File: src/rtl/ram_arb_pkg.sv
// Shared FSM encoding, default RAM geometry and grant helper for the two-port RAM arbiter.
package ram_arb_pkg;

  typedef enum logic [1:0] {
    IDLE   = 2'd0,
    ACCESS = 2'd1,
    DONE   = 2'd2
  } arb_state_e;

  localparam int DEF_ADDR_SIZE = 10;
  localparam int DEF_WORD_SIZE = 8;

  function automatic logic [1:0] grant_onehot(input logic idx);
    return idx ? 2'b10 : 2'b01;
  endfunction

endpackage

File: src/rtl/rr_arb2.sv
// Two-way round-robin pick: a lone request always wins; on a tie the requester not granted last wins.
module rr_arb2 (
  input  logic [1:0] i_req,
  input  logic       i_last,
  output logic       o_winner,
  output logic       o_valid
);

  assign o_valid  = |i_req;
  assign o_winner = (i_req == 2'b11) ? ~i_last : i_req[1];

endmodule

File: src/rtl/ram_arbiter.sv
// Shares one single-port RAM between two requesters: grant at the IDLE edge, one ACCESS cycle, one-cycle ack in DONE.
// Request-to-ack is 2 cycles and one access completes every 3 cycles; requesters hold their request until ack.
module ram_arbiter
  import ram_arb_pkg::*;
#(
  parameter int ADDR_SIZE = DEF_ADDR_SIZE,
  parameter int WORD_SIZE = DEF_WORD_SIZE
) (
  input  logic                   clk,
  input  logic                   rst_n,
  input  logic [1:0]             req,
  input  logic [1:0]             req_wr,
  input  logic [2*ADDR_SIZE-1:0] req_addr,
  input  logic [2*WORD_SIZE-1:0] req_wdata,
  output logic [1:0]             ack,
  output logic [WORD_SIZE-1:0]   rdata,
  output logic [ADDR_SIZE-1:0]   ram_addr,
  output logic [WORD_SIZE-1:0]   ram_din,
  output logic                   ram_wr,
  output logic                   ram_cs,
  input  logic [WORD_SIZE-1:0]   ram_dout
);

  arb_state_e           r_state;
  logic                 r_last;
  logic                 r_winner;
  logic [1:0]           r_ack;
  logic [WORD_SIZE-1:0] r_rdata;
  logic [ADDR_SIZE-1:0] r_ram_addr;
  logic [WORD_SIZE-1:0] r_ram_din;
  logic                 r_ram_wr;
  logic                 r_ram_cs;

  logic                 w_winner;
  logic                 w_valid;
  logic [ADDR_SIZE-1:0] w_addr;
  logic [WORD_SIZE-1:0] w_wdata;

  rr_arb2 u_rr_arb2 (
    .i_req    (req),
    .i_last   (r_last),
    .o_winner (w_winner),
    .o_valid  (w_valid)
  );

  assign w_addr  = w_winner ? req_addr[2*ADDR_SIZE-1:ADDR_SIZE] : req_addr[ADDR_SIZE-1:0];
  assign w_wdata = w_winner ? req_wdata[2*WORD_SIZE-1:WORD_SIZE] : req_wdata[WORD_SIZE-1:0];

  // r_ram_wr doubles as the latched direction: it is still valid on the ACCESS->DONE edge.
  always_ff @(posedge clk or negedge rst_n) begin
    if (!rst_n) begin
      r_state    <= IDLE;
      r_last     <= 1'b1;
      r_winner   <= 1'b0;
      r_ack      <= 2'b00;
      r_rdata    <= '0;
      r_ram_addr <= '0;
      r_ram_din  <= '0;
      r_ram_wr   <= 1'b0;
      r_ram_cs   <= 1'b0;
    end else begin
      case (r_state)
        IDLE: begin
          r_ack <= 2'b00;
          if (w_valid) begin
            r_winner   <= w_winner;
            r_ram_cs   <= 1'b1;
            r_ram_wr   <= req_wr[w_winner];
            r_ram_addr <= w_addr;
            r_ram_din  <= w_wdata;
            r_state    <= ACCESS;
          end
        end
        ACCESS: begin
          if (!r_ram_wr) begin
            r_rdata <= ram_dout;
          end
          r_ram_cs <= 1'b0;
          r_ram_wr <= 1'b0;
          r_ack    <= grant_onehot(r_winner);
          r_state  <= DONE;
        end
        DONE: begin
          r_ack   <= 2'b00;
          r_last  <= r_winner;
          r_state <= IDLE;
        end
        default: begin
          r_ack    <= 2'b00;
          r_ram_cs <= 1'b0;
          r_ram_wr <= 1'b0;
          r_state  <= IDLE;
        end
      endcase
    end
  end

  assign ack      = r_ack;
  assign rdata    = r_rdata;
  assign ram_addr = r_ram_addr;
  assign ram_din  = r_ram_din;
  assign ram_wr   = r_ram_wr;
  assign ram_cs   = r_ram_cs;

endmodule

File: config.mk
export PLATFORM = sky130hd
export DESIGN_NAME = ram_arbiter
export DESIGN_NICKNAME = d
export VERILOG_FILES = /design/src/rtl/ram_arb_pkg.sv /design/src/rtl/rr_arb2.sv /design/src/rtl/ram_arbiter.sv
export SDC_FILE = /design/constraint.sdc
export NUM_CORES = 1
export LEC_CHECK = 0
export CAP_MARGIN = 5
export CORE_AREA = 2 2 58 60
export DETAILED_ROUTE_END_ITERATION = 16
export DIE_AREA = 0 0 60 62
export DONT_BUFFER_PORTS = 1
export PLACE_DENSITY = 0.68
export SLEW_MARGIN = 20
export SYNTH_ARGS = -nofsm -noshare
export SYNTH_HDL_FRONTEND = slang
export SYNTH_SLANG_ARGS = --single-unit
File: constraint.sdc
create_clock -name clk -period 1.7 [get_ports clk]
set_input_delay 0.17 -clock clk [delete_from_list [all_inputs] [get_ports clk]]
set_output_delay 0.17 -clock clk [all_outputs]
set_load 0.05 [all_outputs]
[Word level (Yosys, flattened, before mapping)]
Index checks and enable logic that the tools add are counted.
Word-level totals
  register bits after elaboration: 34
  output and inout port bits: 30
  word-level logic and storage cells: 35
Operators by class
  magnitude comparators: 1
  equality and inequality tests: 4
  multiplexer cells: 13
  bitwise gates (word level): 3
  reduce and logical (&&, ||, !) cells: 5
Operator list (count)
  10-bit two-way mux: 1
  8-bit two-way mux: 1
  2-bit two-way mux: 3
  2-bit AND reduction: 3
  1-bit two-way mux: 5
  2-bit equality test (second input constant): 2
  1-bit one-hot mux with 2 select lines: 2
  2-bit one-hot mux with 2 select lines: 1
  1-bit inverter: 3
  2-bit by 1-bit equality test with 1-bit output (second input constant): 1
  2-bit logical NOT: 1
  1-bit by 2-bit less-than comparator with 1-bit output (second input constant): 1
  2-bit by 1-bit inequality test with 1-bit output (second input constant): 1
  2-bit OR reduction: 1

[Depth between registers and ports, before layout]
Gate-level depths: netlist of the first run.
  word-level depth: 6
  depth in mapped cells: 5
  mapped depth without buffers: 4

[By module]
From an unflattened synthesis of the first run, not the netlist that was laid out.
Second synthesis, totals
  cell total of the unflattened synthesis: 119
  area, all modules: 1460.2 um^2
Modules (own cells, without submodules)
  ram_arbiter: times used 1, cells each 117, area an instance 1446.4 um^2
  rr_arb2: times used 1, cells each 2, area an instance 13.8 um^2

[Worst setup path before layout of the first run]
No wires, ideal clock.
  path type: reg-to-reg
  start point: reg r_last
  end point: reg r_ram_addr[0], in the netlist ram_addr[0]
  library setup time: 0.125 ns
  data arrival time: 1.355 ns
  required time: 1.575 ns
  path slack: 0.220 ns
  cell stages (with the launch flop): 5
  cells stage by stage: dfstp_2 a21bo_1 buf_6 mux2_4 mux2_4
On the way
  cells in the longest elaborated chain, start to end: 3
RTL lines
  start: declaration: RTL line ram_arbiter.sv:25  | logic r_last;
  start signal: assignment: RTL line ram_arbiter.sv:85  | r_last <= r_winner;
  1-bit inverter: RTL line rr_arb2.sv:10  | assign o_winner = (i_req == 2'b11) ? ~i_last : i_req[1];
  1-bit two-way mux: RTL line rr_arb2.sv:10
  10-bit two-way mux: RTL line ram_arbiter.sv:46  | assign w_addr = w_winner ? req_addr[2*ADDR_SIZE-1:ADDR_SIZE] : req_addr[ADDR_SIZE-1:0];
  end signal: assignment: RTL line ram_arbiter.sv:69  | r_ram_addr <= w_addr;
  end: declaration: RTL line ram_arbiter.sv:29  | logic [ADDR_SIZE-1:0] r_ram_addr;
Every way passes these cells.
A chain may end at the register's enable or synchronous reset.

[Worst setup path after layout of the first run]
  start point: reg r_state[1]
  end point: reg r_ram_din[4], in the netlist ram_din[4]
On the way
  cells in the longest elaborated chain, start to end: 2
RTL lines
  start: declaration: RTL line ram_arbiter.sv:24  | arb_state_e r_state;
  start signal: assignment: RTL line ram_arbiter.sv:52  | r_state <= IDLE;
  start signal: assignment: RTL line ram_arbiter.sv:71  | r_state <= ACCESS;
  start signal: assignment: RTL line ram_arbiter.sv:81  | r_state <= DONE;
  2-bit logical NOT: RTL line ram_arbiter.sv:62  | case (r_state)
  2-bit AND reduction (no source line)
  end signal: assignment: RTL line ram_arbiter.sv:70  | r_ram_din <= w_wdata;
  end: declaration: RTL line ram_arbiter.sv:30  | logic [WORD_SIZE-1:0] r_ram_din;
Every way passes these cells.

==> metrics.txt, run 1 <==
Crit path required time 1.91 ns; Compound-Gate Fraction of Synth Area 0.0282; commonest non-fill, non-tap cell in the layout mux2_4; max-slew violation count 0; area of the die 3720 um2; final setup fails 0; Final Hold Viols 0; fin area 1890 um2; post-route insts no fill 168; placed cell count 150; delay-heaviest family, CP simple AND/OR/NAND/NOR gates; post-synthesis sequential area ratio 0.520; post-synthesis register bit count 34; leakage 0.904 nW; Least-Margin Pin Slew 0.511 ns; status finished, final reports clean; clock tree from TritonCTS done; Total Routing Usage GR 0.150; Worst path max stage delay 0.43 ns; # diodes 0; clk buf depth 2; # DRC 0; Reg power frac 0.613; level count of the clock H-tree 2; largest net degree at the start of global routing 35; power density cells 2360 nW/um2; leading area contributor after synthesis dfrtp_1; Initial DRT Pass Iterations 2; Netlist cell types 17; setup TNS 0 ns; die width 60 um; CTS Buf Count 5; initial antenna violation count 0; adder-cell share of the synthesized area 0; Logic pwr share 0.286; Mapped Nets 152; WL/cell 17.5 um; total core area 3180 um2; Worst VDD drop 0.985 mV; clk_lat worst skew 0.33 ns; Psw 2.25 mW; commonest non-fill, non-tap cells in the layout mux2_4, dfrtp_1, dlygate4sd3_1, mux2_2, clkbuf_4; cells after synthesis 102; internal power 2.21 mW; ranking of synthesized cells by area dfrtp_1, mux2_4, mux2_2; Final GP Congestion 0.860; DPL Wire Length 2110 um; CTS sink count 34; CP bufs+invs 2; unrepaired setup endpoints after global routing no; Starting Density 0.516; Die Ht 62 um; Clock Tree Root clkbuf_4; WP data arrival 1.79 ns; DR iter-0 viols 6; Final nets 171; Setup Fix Bufs, Post-CTS 0; Setup WS post-layout 0.129 ns; vias in the first global route 827; Synth Area per Inst 16.1 um2; CP Launch Type flip-flop; CTS Hold Bufs 9; critical path, cell by cell or3_1 > clkinv_1 > buf_4 > mux2_4; Via density 5.21; total power 4.46 mW; largest family of logic cells by synthesized area multiplexers; number of buffers inserted by port buffering 0; DP Area 1720 um2; multiplexer share of the synthesized area 0.391; Max Clock Freq 637 MHz; Antenna Nets Post-Route 0; cell area after synthesis 1640 um2; post-cts resize count 0; final core utilization 0.595; minimum clock period 1.57 ns; post-synth top area share 0.504; Worst Skew 0.0100 ns; final period utilization 0.924; # IOs 80; Clock transition at path regs 0.10 ns; critical path endpoint category flip-flop; post-synthesis simple-gate area fraction 0.0221; Clock power frac 0.101; layout cell share with drive strength beyond 1 0.484; Max Cap Viol 0; WS Path Type flip-flop to flip-flop; Sw Share 0.505; XOR/XNOR Fraction of Synth Area 0; global-route wire length before repair 3890 um; Site Rows 21; routed wire length 2940 um; Max FO, Critical Path 8; Slew headroom 0.659; Hold Path Class input port to flip-flop; Crit-path slowest cell or3_1; GRT overflow 0; worst hold slack 0.0634 ns; Via Count 875; count of warnings emitted by yosys 0; Placement Setup Slack 0.140 ns; Area Growth Syn to Fin 15.3%
## logic make-up (layout without fill, tap and decap cells)
| logic type | count (synthesis) | after routing |
|---|---|---|
| AOI/OAI and AO/OA | 7 | 7 |
| buffers and inverters | 9 | 29 |
| DFF | 34 | 34 |
| muxes | 45 | 45 |
| and+or+nand+nor | 7 | 7 |
## cell usage after synthesis
cell / number
dfrtp_1: 33
a21bo_1: 1
nor2_1: 3
o32ai_1: 1
mux2_4: 36
o21ai_0: 4
o31ai_1: 1
mux2_2: 8
nand2b_1: 1
dfstp_2: 1
nor2_2: 1
buf_6: 4
inv_1: 4
clkinv_1: 1
mux2i_1: 1
nor2b_1: 1
or3_1: 1
## worst paths after layout
kind / cells after the start / from / to / slack (ns)
max: 4 / r_state[1]$_DFFE_PN0P_ / ram_din[4]$_DFFE_PN0P_ / 0.13
min reg2reg: 1 / r_winner$_DFFE_PN0P_ / ack[0]$_DFF_PN0_ / 0.43
max in group asynchronous: 2 / rst_n / r_last$_DFFE_PN1N_ / 1.16
min: 2 / req_wr[1] / ram_wr$_DFFE_PN0P_ / 0.06
max reg2reg: 4 / r_state[1]$_DFFE_PN0P_ / ram_din[4]$_DFFE_PN0P_ / 0.13
min in group asynchronous: 2 / rst_n / rdata[1]$_DFFE_PN0P_ / 0.28
## power groups by stage
stage               clock network (mW)  logic [mW]  registers (mW)
finish                           0.449        1.28            2.74
global route                     0.503        1.37            2.79
CTS                              0.470        1.30            2.74
detailed placement                   0        1.26            2.76
global placement                     0        1.21            2.75
floorplan                            0        1.01            2.72
## cell type report
class                   count  area [um2]
fillers                   253        1290
flip-flops and latches     34         852
multi-input cells          59         723
repair buffers             16         180
clock buffers               8        58.8
well taps                  46        57.6
inverters                   5        18.8
## worst reg2reg max path, delay by kind of cell, from the launching register on
kind	cells	cell delay, ns
AND/OR/NAND/NOR	1	0.43
buffers and inverters	2	0.30
flip-flops	1	0.42
multiplexers	1	0.31
## flip-flops by register name, summed over array words and instances, names as in the netlist
register / count
r_last: 1
ram_din: 8
ram_wr: 1
r_state: 2
ram_cs: 1
rdata: 8
ram_addr: 10
ack: 2
r_winner: 1
## per-layer routing
| layer | wire, um | global-route usage | part of all wire | up-vias |
|---|---|---|---|---|
| li1 | - | - | - | 399 |
| met1 | 1220 | 0.165 | 0.41 | 428 |
| met2 | 1460 | 0.242 | 0.50 | 44 |
| met3 | 234 | 0.0745 | 0.079 | 4 |
| met4 | 30 | 0.0762 | 0.010 | 0 |
| met5 | 0 | 0 | 0 | - |
(Power assumes the default switching activity.)
==> run 2: changes to the inputs <==
Settings changed: CELL_PAD_IN_SITES_DETAIL_PLACEMENT set to 1, CELL_PAD_IN_SITES_GLOBAL_PLACEMENT set to 2, CORE_AREA 2 2 58 60 to 2 2 68 70, DIE_AREA 0 0 60 62 to 0 0 70 72, PLACE_DENSITY 0.68 to unset, PLACE_DENSITY_LB_ADDON set to 0.1.
==> run 2 against run 1 <==
Design area shrank 2.6%; critical endpoint is now ram_din[6]$_DFFE_PN0P_; clock-buffer cell count is the same; core utilization is 16 points lower; first-iteration DRC count grew to 3.8 times the previous value; maximum frequency is 0.46% lower; highest routed layer unchanged; sequential share of layout area rose by 1.2 points; non-clock buffer count fell by 9; critical path depth unchanged; worst setup slack worse by 0.0073 ns.
==> metrics.txt, run 2 (same netlist as run 1, synthesis figures left out) <==
setup TNS 0 ns; GRT overflow 0; die width 70 um; layout cell share with drive strength beyond 1 0.513; max-slew violation count 0; Least-Margin Pin Slew 0.513 ns; initial antenna violation count 0; # IOs 80; Clock Tree Root clkbuf_8; Setup Fix Bufs, Post-CTS 0; global-route wire length before repair 4840 um; CTS sink count 34; Crit-path slowest cell dfstp_2; number of buffers inserted by port buffering 0; critical path, cell by cell a21bo_1 > buf_12 > mux2_4 > mux2_4; Final GP Congestion 0.737; placed cell count 155; Clock transition at path regs 0.07 ns; Worst Skew 0.00550 ns; Initial DRT Pass Iterations 2; Starting Density 0.384; level count of the clock H-tree 2; commonest non-fill, non-tap cells in the layout mux2_4, dfrtp_1, mux2_2, clkbuf_8; final period utilization 0.928; Area Growth Syn to Fin 12.4%; status finished, final reports clean; area of the die 5040 um2; clk buf depth 2; Max FO, Critical Path 16; Antenna Nets Post-Route 0; minimum clock period 1.58 ns; Worst path max stage delay 0.53 ns; commonest non-fill, non-tap cell in the layout mux2_4; DR iter-0 viols 23; DP Area 1720 um2; routed wire length 3100 um; Final Hold Viols 0; Via Count 853; Max Cap Viol 0; post-route insts no fill 165; vias in the first global route 963; critical path endpoint category flip-flop; total core area 4260 um2; Hold Path Class input port to flip-flop; WS Path Type flip-flop to flip-flop; CP Launch Type flip-flop; DPL Wire Length 2230 um; clk_lat worst skew 0.28 ns; Via density 5.17; Slew headroom 0.658; # DRC 0; clock tree from TritonCTS done; WP data arrival 1.75 ns; # diodes 0; largest net degree at the start of global routing 35; CTS Buf Count 5; fill count 435; max reg flops 10; Total Routing Usage GR 0.129; Final nets 162; WL/cell 18.8 um; Crit path required time 1.87 ns; final setup fails 0; fin area 1840 um2; Site Rows 24; Max Clock Freq 634 MHz; Die Ht 72 um; CP dominant cell by count mux2_4; unrepaired setup endpoints after global routing no
[run 2: what timing repair did]
item | CTS | global route
hold endpoints to repair | 34 | 0
hold buffers | 2 | 0
gates resized for setup | 0 | 0
[run 2: final timing paths]
kind | startpoint | slack, ns | cells past startpoint | to
worst max register to register | r_last$_DFFE_PN1N_ | 0.12 | 4 | ram_din[6]$_DFFE_PN0P_
worst min-delay path | ram_dout[2] | 0.04 | 1 | rdata[2]$_DFFE_PN0P_
min in group asynchronous | rst_n | 0.34 | 2 | ram_addr[6]$_DFFE_PN0P_
worst min register to register | r_winner$_DFFE_PN0P_ | 0.43 | 1 | ack[0]$_DFF_PN0_
max in group asynchronous | rst_n | 1.12 | 2 | r_last$_DFFE_PN1N_
worst max-delay path | r_last$_DFFE_PN1N_ | 0.12 | 4 | ram_din[6]$_DFFE_PN0P_
[run 2: critical path: cells and delay by family, from the launching register on]
| family | cells | cell delay, ns |
|---|---|---|
| multiplexers | 2 | 0.58 |
| flip-flops | 1 | 0.53 |
| buffers and inverters | 1 | 0.18 |
| AO/OA/AOI/OAI | 1 | 0.17 |
[run 2: final cells by class]
cell class	instances	area [um2]	share of cell area
Tap cell	52	65.1	0.0353
Clock buffer	8	90.1	0.0489
Sequential cell	34	852	0.463
Multi-Input combinational cell	59	723	0.393
Timing Repair Buffer	7	92.6	0.0503
Inverter	5	18.8	0.0102
[run 2: per-stage QoR]
stage	utilization	setup WS, ns	hold slack, ns
global route	0.432	0.0797	0.0156
detailed placement	0.404	0.121	-0.125
global placement	0.404	0.143	-0.125
finish	0.432	0.122	0.0370
CTS	0.432	0.108	0.0256
floorplan	-	0.220	-0.126
[run 2: routing by layer]
| metal | global-route usage | part of all wire | vias to the layer above |
|---|---|---|---|
| met5 | 0 | 0 | - |
| met4 | 0.0641 | 0.018 | 0 |
| met2 | 0.195 | 0.47 | 52 |
| met3 | 0.0736 | 0.12 | 7 |
| li1 | - | - | 375 |
| met1 | 0.147 | 0.39 | 419 |
Power of run 2 is not shown: default switching activity piles up to over one toggle a cycle in this logic, so the estimate is an artifact.
==> run 3: changes to the inputs <==
Settings changed: BUFFER_PORTS_ARGS set to -buffer_cell sky130_fd_sc_hd__buf_2, CORE_AREA 2 2 68 70 to 2 2 79 81, DIE_AREA 0 0 70 72 to 0 0 81 83, DONT_BUFFER_PORTS 1 to unset.
==> run 3 against run 2 <==
Register-to-register slack about the same; design area increased by 24%; worst setup slack got worse by 0.0013 ns; via count increased by 34%; die area increased by 33%; routed wire length increased by 20%; clock skew increased by 0.00085 ns; sequential cell count unchanged; hold slack improved by 0.078 ns; core utilization decreased by 4.1 points; clock-buffer cell count decreased by 2; critical path type unchanged; highest routed layer unchanged.
==> metrics.txt, run 3 (same netlist as run 1, synthesis figures left out) <==
total core area 5820 um2; clk buf depth 2; initial antenna violation count 0; # diodes 0; DR iter-0 viols 18; Worst Skew 0.00635 ns; routed wire length 3710 um; Clock Tree Root clkbuf_8; final period utilization 0.929; Hold Path Class input port to flip-flop; R2R setup slack 0.12 ns; # DRC 0; Max Cap Viol 0; Logic pwr share 0.589; clk_lat worst skew 0.28 ns; Final nets 240; CP Launch Type flip-flop; Site Rows 28; Worst VDD drop 0.889 mV; Setup WS post-layout 0.120 ns; Met2 Routed Length 1870 um; Via density 4.28; number of buffers inserted by port buffering 79; Least-Margin Pin Slew 0.782 ns; Placement Setup Slack 0.107 ns; total power 5.03 mW; Reg2Reg Depth 4; max reg flops 10; fin area 2280 um2; largest net degree at the start of global routing 35; Antenna Nets Post-Route 0; CTS sink count 34; Max FO, Critical Path 11; die width 81 um; WP data arrival 1.75 ns; minimum clock period 1.58 ns; leakage 1.19 nW; DP Area 2170 um2; unrepaired setup endpoints after global routing no; final core utilization 0.391; final setup fails 0; Die Ht 83 um; vias in the first global route 1282; CTS Buf Count 5; critical path endpoint category flip-flop; clock tree from TritonCTS done; internal power 2.64 mW; WS Path Type flip-flop to flip-flop; Setup Fix Bufs, Post-CTS 0; Final Hold Viols 0; hold path endpoint rdata[1]$_DFFE_PN0P_; Hold Path Depth 2; Via Count 1139; wire length on met1 1470 um; Clock power frac 0.125; met3 wire length 341 um; Total Routing Usage GR 0.116; area of the die 6720 um2; Initial DRT Pass Iterations 3; Crit path required time 1.87 ns; Max Clock Freq 633 MHz; Slew headroom 0.479; status finished, final reports clean; # IOs 80; layout cell share with drive strength beyond 1 0.723; power density cells 2210 nW/um2; hold_sp ram_dout[1]; commonest non-fill, non-tap cells in the layout buf_2, mux2_4, dfrtp_1, mux2_2, clkbuf_8; reg2reg start r_last$_DFFE_PN1N_; commonest non-fill, non-tap cell in the layout buf_2; global-route wire length before repair 6030 um; Sw Share 0.476; Psw 2.39 mW; Reg power frac 0.287; DPL Wire Length 2850 um; GRT overflow 0; WL/cell 13.9 um; post-cts resize count 0; Starting Density 0.282; Final GP Congestion 0.635; level count of the clock H-tree 2; Area Growth Syn to Fin 38.9%; Clock transition at path regs 0.07 ns; setup TNS 0 ns; max-slew violation count 0; reg-to-reg endpoint ram_din[5]$_DFFE_PN0P_; max layer used met4
[run 3: changes by cell type in the layout (fill, tap and decap cells not counted), sizes merged]
cell / change
buf: +78
clkinv: +1
clkinvlp: +1
clkbuf: -2
[run 3: cell type report]
class                           count  area (um2)
Multi-Input combinational cell     59         723
Fill cell                         652        3540
Sequential cell                    34         852
Inverter                            5        18.8
Clock buffer                        6        82.6
Clock inverter                      2        12.5
Tap cell                           75        93.8
Timing Repair Buffer               85         493
[run 3: how the worst max path moves through the flow]
stage,startpoint,end,slack (ns),cells after the start
after floorplan,r_last$_DFFE_PN1N_,ram_addr[0]$_DFFE_PN0P_,0.22,4
after global placement,r_last$_DFFE_PN1N_,ram_addr[4]$_DFFE_PN0P_,0.15,4
after detailed placement,r_last$_DFFE_PN1N_,ram_addr[2]$_DFFE_PN0P_,0.11,4
after CTS,r_last$_DFFE_PN1N_,ram_addr[3]$_DFFE_PN0P_,0.11,4
after global routing,r_last$_DFFE_PN1N_,ram_addr[0]$_DFFE_PN0P_,0.07,4
final,r_last$_DFFE_PN1N_,ram_din[5]$_DFFE_PN0P_,0.12,4
[run 3: through the flow]
stage | hold slack, ns | std cells
CTS | 0.105 | 266
floorplan | -0.126 | 102
global placement | 0.295 | 257
detailed placement | 0.307 | 257
global route | 0.106 | 266
finish | 0.115 | 266
[run 3: timing repair]
| action | CTS | global route |
|---|---|---|
| hold endpoints to repair | 33 | 0 |
| setup endpoints to repair | 0 | 0 |
| hold buffers | 1 | 0 |
[run 3: power by group through the flow]
stage,sequential (mW),clock (mW),combinational [mW]
after floorplan,2.72,0,1.01
after global placement,1.44,0,2.97
after detailed placement,1.46,0,3.00
after CTS,1.45,0.657,3.00
after global routing,1.51,0.688,3.10
final,1.44,0.627,2.96
[run 3: layer usage]
layer  vias to the layer above  global-route usage
met4                         0              0.0370
met2                        56               0.192
met3                         3              0.0359
met5                         -                   0
met1                       548               0.141
li1                        532                   -
[run 3: critical path, cell delays in order, from the launching register on]
cell,delay [ns]
dfstp_2,0.53
a21bo_1,0.21
buf_12,0.17
mux2_4,0.30
mux2_4,0.25
